## src/rtl/conv_window_feeder.sv

```systemverilog
// conv_window_feeder: line-buffered raster to vertical-column converter feeding conv_kernel.
module conv_window_feeder #(
    parameter int DIN_WIDTH    = 8,
    parameter int KERN_SIZE    = 3,
    parameter int FRAME_WIDTH  = 32,
    parameter int FRAME_HEIGHT = 32
) (
    input  logic                                 clk,
    input  logic                                 reset_n,
    input  logic                                 i_frame_start,
    input  logic                                 i_pix_vld,
    input  logic signed [DIN_WIDTH-1:0]          i_pix,
    output logic                                 o_fout_start,
    output logic                                 o_col_vld,
    output logic [KERN_SIZE-1:0][DIN_WIDTH-1:0]  o_col,
    output logic                                 o_fout_done,
    output logic                                 o_frame_abort
);
    localparam int CW = FRAME_WIDTH  > 1 ? $clog2(FRAME_WIDTH)  : 1;
    localparam int RW = FRAME_HEIGHT > 1 ? $clog2(FRAME_HEIGHT) : 1;
    localparam logic [CW-1:0] C_LAST      = CW'(FRAME_WIDTH - 1);
    localparam logic [RW-1:0] R_LAST      = RW'(FRAME_HEIGHT - 1);
    localparam logic [RW-1:0] R_FILL_LAST = RW'(KERN_SIZE - 2);
    localparam logic [RW-1:0] R_FIRST_OUT = RW'(KERN_SIZE - 1);

    typedef enum logic [1:0] {S_IDLE, S_FILL, S_STREAM} state_t;

    state_t                             r_state, w_state_nxt;
    logic [CW-1:0]                      r_col_cnt, w_col_nxt, w_c;
    logic [RW-1:0]                      r_row_cnt, w_row_nxt, w_r;
    logic                               w_restart, w_acc, w_eol, w_eof;
    logic                               w_emit, w_start, w_done, w_abort;
    logic [KERN_SIZE-1:0][DIN_WIDTH-1:0] w_col;
    logic [DIN_WIDTH-1:0]               r_lb [KERN_SIZE-1][FRAME_WIDTH];

    // A frame_start beat is always position (0,0); other beats use the running counters.
    assign w_restart = i_pix_vld && i_frame_start;
    assign w_acc     = i_pix_vld && (i_frame_start || r_state != S_IDLE);
    assign w_c       = w_restart ? '0 : r_col_cnt;
    assign w_r       = w_restart ? '0 : r_row_cnt;
    assign w_eol     = w_c == C_LAST;
    assign w_eof     = w_eol && w_r == R_LAST;

    // State, counters and registered outputs; reset clears everything except the line buffers.
    always_ff @(posedge clk or negedge reset_n) begin
        if (!reset_n) begin
            r_state       <= S_IDLE;
            r_col_cnt     <= '0;
            r_row_cnt     <= '0;
            o_col_vld     <= 1'b0;
            o_fout_start  <= 1'b0;
            o_fout_done   <= 1'b0;
            o_frame_abort <= 1'b0;
            o_col         <= '0;
        end else begin
            r_state       <= w_state_nxt;
            r_col_cnt     <= w_col_nxt;
            r_row_cnt     <= w_row_nxt;
            o_col_vld     <= w_emit;
            o_fout_start  <= w_start;
            o_fout_done   <= w_done;
            o_frame_abort <= w_abort;
            if (w_emit) o_col <= w_col;
        end
    end

    // Next state and counter advance on each accepted beat; last pixel of a frame returns to IDLE.
    always_comb begin
        w_state_nxt = r_state;
        w_col_nxt   = r_col_cnt;
        w_row_nxt   = r_row_cnt;
        if (w_acc) begin
            w_col_nxt   = w_eol ? '0 : w_c + 1'b1;
            w_row_nxt   = w_eof ? '0 : (w_eol ? w_r + 1'b1 : w_r);
            w_state_nxt = w_eof ? S_IDLE :
                          (w_r >= R_FIRST_OUT || (w_r == R_FILL_LAST && w_eol)) ? S_STREAM : S_FILL;
        end
    end

    // Output decode: a column is produced once KERN_SIZE-1 lines are buffered.
    always_comb begin
        w_emit  = w_acc && w_r >= R_FIRST_OUT;
        w_start = w_emit && w_r == R_FIRST_OUT && w_c == '0;
        w_done  = w_emit && w_eof;
        w_abort = w_restart && r_state != S_IDLE;
        w_col   = '0;
        for (int k = 0; k < KERN_SIZE - 1; k++) w_col[k] = r_lb[k][w_c];
        w_col[KERN_SIZE-1] = i_pix;
    end

    // Line buffers shift up one row at the current column; reads above see pre-write data.
    always_ff @(posedge clk) begin
        if (w_acc) begin
            for (int k = 0; k < KERN_SIZE - 2; k++) r_lb[k][w_c] <= r_lb[k+1][w_c];
            r_lb[KERN_SIZE-2][w_c] <= i_pix;
        end
    end
endmodule
```

## config.mk

```make
export PLATFORM = sky130hd
export DESIGN_NAME = conv_window_feeder
export DESIGN_NICKNAME = d
export VERILOG_FILES = /design/src/rtl/conv_window_feeder.sv
export SDC_FILE = /design/constraint.sdc
export NUM_CORES = 1
export LEC_CHECK = 0
export ABC_CLOCK_PERIOD_IN_PS = 3000
export CORE_ASPECT_RATIO = 0.7
export CORE_MARGIN = 1
export CORE_UTILIZATION = 56
export DETAILED_ROUTE_END_ITERATION = 8
export PLACE_DENSITY = 0.76
export SLEW_MARGIN = 10
export SYNTH_ARGS = -nofsm -noshare
export SYNTH_HDL_FRONTEND = slang
export SYNTH_SLANG_ARGS = --single-unit
```

## constraint.sdc

```tcl
create_clock -name clk -period 3 [get_ports clk]
set_clock_uncertainty 0.15 [all_clocks]
set_input_delay 0.3 -clock clk [delete_from_list [all_inputs] [get_ports clk]]
set_output_delay 0.3 -clock clk [all_outputs]
set_load 0.02 [all_outputs]
```

==> impl_metrics.json <==
{
  "outcome": "complete, no violations",
  "antenna_left": 0,
  "cp.depth": 8,
  "setup_viol": 0,
  "max_slew.worst_pin.slew_ns": 0.9881,
  "nFillCells": 2468,
  "slowest_stage": "dfrtp_4",
  "pre_cts_ws_ns": -0.1744,
  "worst_ep_arrival_time_ns": 3.17,
  "path_delay_family": "compound AO/OA/AOI/OAI gates",
  "finalNetCount": 1689,
  "synthDominantCellAreaShare_pct": 69.03,
  "rows": 60,
  "clk_pin_slew_worst_paths_ns": 0.06,
  "p_per_area_nw_per_um2": 899.0,
  "internal-power_w": 0.01651,
  "viasPerCell": 6.747,
  "clock-sinks": 552,
  "synth-edff-count": 512,
  "syn_nets": 1456,
  "grt_pass1_wl_um": 95940,
  "power_switching_w": 0.007582,
  "synth_area_sq_um": 22270,
  "cp.required_ns": 3.18,
  "io_pins": 40,
  "htreeDepth": 2,
  "synth_area_leaders": "edfxtp_1 69%, dfrtp_1 4.5%, mux2i_1 3.3%",
  "vias": 15090,
  "critPathLaunch": "r_col_cnt[1]",
  "dieArea_sq_um": 40580,
  "r2r_start": "r_col_cnt[1]",
  "dp_hpwl_um": 44300,
  "rsz0062_at_grt": "false",
  "fmax_ghz": 0.3335,
  "area_growth_pct": 20.31,
  "synth_area_per_cell_sq_um": 15.50,
  "ys_warn_count": 0,
  "grt_pass1_vias": 14460,
  "worstSetupStartpointType": "flip-flop",
  "power_leakage_nw": 9.331,
  "port_buffers": 39,
  "gp_congestion": 0.9864,
  "critPathMaxStageDelay_ns": 0.58,
  "cts_buffer_depth": 3,
  "r2r_slack_ns": 0.001,
  "setup_slack_ns": 0.001388,
  "crit_path_end_kind": "flip-flop",
  "synth_ff_type": "edfxtp_1",
  "cts_tree": "built",
  "use_met1_pct": 48.05,
  "drtPass1Iterations": 6,
  "critical_path.cell_chain": "buf_12, and2_1, a31oi_1, o22ai_1, a2111oi_0, nand4_1, buf_4, buf_12",
  "drv_slew": 0,
  "initial_core_util_pct": 57.38,
  "die_y_um": 168.9,
  "post-route-period-util_pct": 99.95,
  "path_class": "reg2reg",
  "antenna_found_initial": 1,
  "seq_area_frac_synth_pct": 73.53,
  "yosys_register_bits": 552,
  "ctsRootBufferMaster": "clkbuf_16",
  "insertion_delay_ns": 0.58,
  "die_w_um": 240.4,
  "synth_cell_types": 68,
  "switching_share_pct": 31.47,
  "dr.first_iter.drc_count": 2659,
  "synthArstFlopShare_pct": 7.246,
  "drcViolationCount": 0,
  "grt_usage_pct": 33.12,
  "grt_max_degree": 54,
  "numCtsBuffers": 50,
  "relSlewSlack_pct": 33.92,
  "drv_cap": 0,
  "p_seq_share_pct": 41.5,
  "use_met2_pct": 46.98,
  "timing.rr.end": "r_lb[0][140]",
  "power_frac_clock_pct": 28.5,
  "path_common_cell": "buf_12",
  "combinationalPowerShare_pct": 30.0,
  "n_antenna_cell": 0,
  "min_period_ns": 2.999,
  "synth_top_area_cell": "edfxtp_1",
  "ir_drop_uv": 600.6,
  "synth_cells": 1437,
  "grt_util_met3_pct": 12.05,
  "wirelength_um": 66310,
  "wl_per_cell_um": 29.64,
  "core_area_sq_um": 38810,
  "cp_max_fo": 31,
  "min_path_type": "in2async",
  "reg2reg_depth": 8,
  "busiest_layer": "met1",
  "crit_path_end": "r_lb[0][140]",
  "hold_viol": 0,
  "grt_overflow": 0,
  "path_buf_inv": 3,
  "drive_gt1_share_pct": 21.99,
  "power_w": 0.02409
}
[through the flow]
stage	instance area (sq um)	utilization, %	hold slack (ns)	TNS, ns	cells
floorplan	22270	-	-0.1456	-0.5051	1437
global placement	25010	64.43	0.09869	-8.881	2141
detailed placement	25010	64.43	0.1081	-16.50	2141
CTS	26770	68.97	0.04969	0	2234
global route	26800	69.04	0.07221	0	2237
finish	26800	69.04	0.04538	0	2237
[how the worst min path moves through the flow]
stage | start | end | slack [ns] | depth (start not counted)
finish | reset_n | o_col[8] | 0.05 | 2
global route | reset_n | o_col[20] | 0.07 | 2
CTS | reset_n | o_col[20] | 0.05 | 2
detailed placement | reset_n | o_col[16] | 0.11 | 1
global placement | reset_n | o_col[16] | 0.1 | 1
floorplan | reset_n | o_col[0] | -0.15 | 0
[metal layers]
metal | share of wire, % | wire, um | up-vias
li1 | - | - | 6158
met1 | 38 | 25430 | 7404
met2 | 42 | 27950 | 1314
met3 | 16 | 10700 | 214
met4 | 3.3 | 2216 | 2
met5 | 0.020 | 13 | -
[cell usage after synthesis, types with 3 or more instances]
master     instances
nor3_1            14
buf_1             11
a31oi_1           15
mux4_2            17
buf_4              7
a32o_1             3
o21a_1             3
o22ai_1           47
nand4b_1           3
nor4_1             9
a22oi_1           19
a2bb2oi_1         16
clkinv_1           3
a21bo_2            3
o32a_1             4
o2bb2ai_1          5
edfxtp_1         512
dfrtp_1           40
a221o_1           23
o221ai_1          20
nand4_1            7
a211oi_1          20
and2_1            11
a21oi_1           45
o22a_1             3
a221oi_1          10
a2111o_1           3
clkbuf_1          34
a2111oi_0         11
nand2_1          113
o211ai_1           6
mux2i_1           74
nand2b_1          42
mux2_2            21
o21ai_0           27
nor2_1            89
nand3_1           34
inv_1              5
o31ai_1            4
o2111a_1           4
ha_1               7
nor2b_1            7
o2111ai_1          3
and3_1             7
buf_2             43
[power by group through the flow]
stage	Sequential, W	Combinational [W]	Clock, W
floorplan	0.0102	0.00323	0
global placement	0.0101	0.00672	0
detailed placement	0.0101	0.00693	0
CTS	0.00999	0.00698	0.00689
global route	0.0100	0.00748	0.00717
finish	0.0100	0.00724	0.00686
[timing repair]
item                                   CTS  global route
gates resized for setup                  0             2
hold buffers                             1             0
setup buffers                            0             3
endpoints found under the hold margin   13             0
setup endpoints to repair                0            34
[registers in the layout (all words and copies together) (netlist names)]
name           flops
r_state            2
o_frame_abort      1
o_col             24
o_fout_start       1
r_col_cnt          5
o_col_vld          1
o_fout_done        1
r_row_cnt          5
r_lb             512
[area by class of cell]
cell class | instances | area [sq um] | area share, %
clock inverter | 27 | 359.1 | 1.340
multi-input combinational | 778 | 5433 | 20.27
timing repair buffer | 278 | 2532 | 9.451
inverter | 10 | 37.54 | 0.1401
sequential | 552 | 16380 | 61.14
tap | 527 | 659.4 | 2.461
clock buffer | 65 | 1391 | 5.192
[cell usage in the layout, fill, tap and decap left out, types with 21 or more instances in the layout]
cell type | synthesis | routed
nand2b_1 | 42 | 42
clkbuf_16 | 0 | 53
nand3_1 | 34 | 34
clkdlybuf4s50_1 | 0 | 38
buf_12 | 0 | 28
a21oi_1 | 45 | 45
o22ai_1 | 47 | 47
edfxtp_1 | 512 | 512
buf_4 | 7 | 210
a221o_1 | 23 | 23
dfrtp_1 | 40 | 38
nand2_1 | 113 | 112
mux2i_1 | 74 | 74
nor2_1 | 89 | 85
o21ai_0 | 27 | 26
mux2_2 | 21 | 21
[logic make-up (layout without fill, tap and decap cells)]
group	after synthesis	in the layout	share of synthesized area, %
DFF	552	552	73.53
adders and majority gates	7	7	0.3932
AOI/OAI and AO/OA	312	312	10.39
buffers and inverters	107	380	2.230
and+or+nand+nor	347	347	7.348
muxes	112	112	6.107
(Power assumes the default switching activity.)
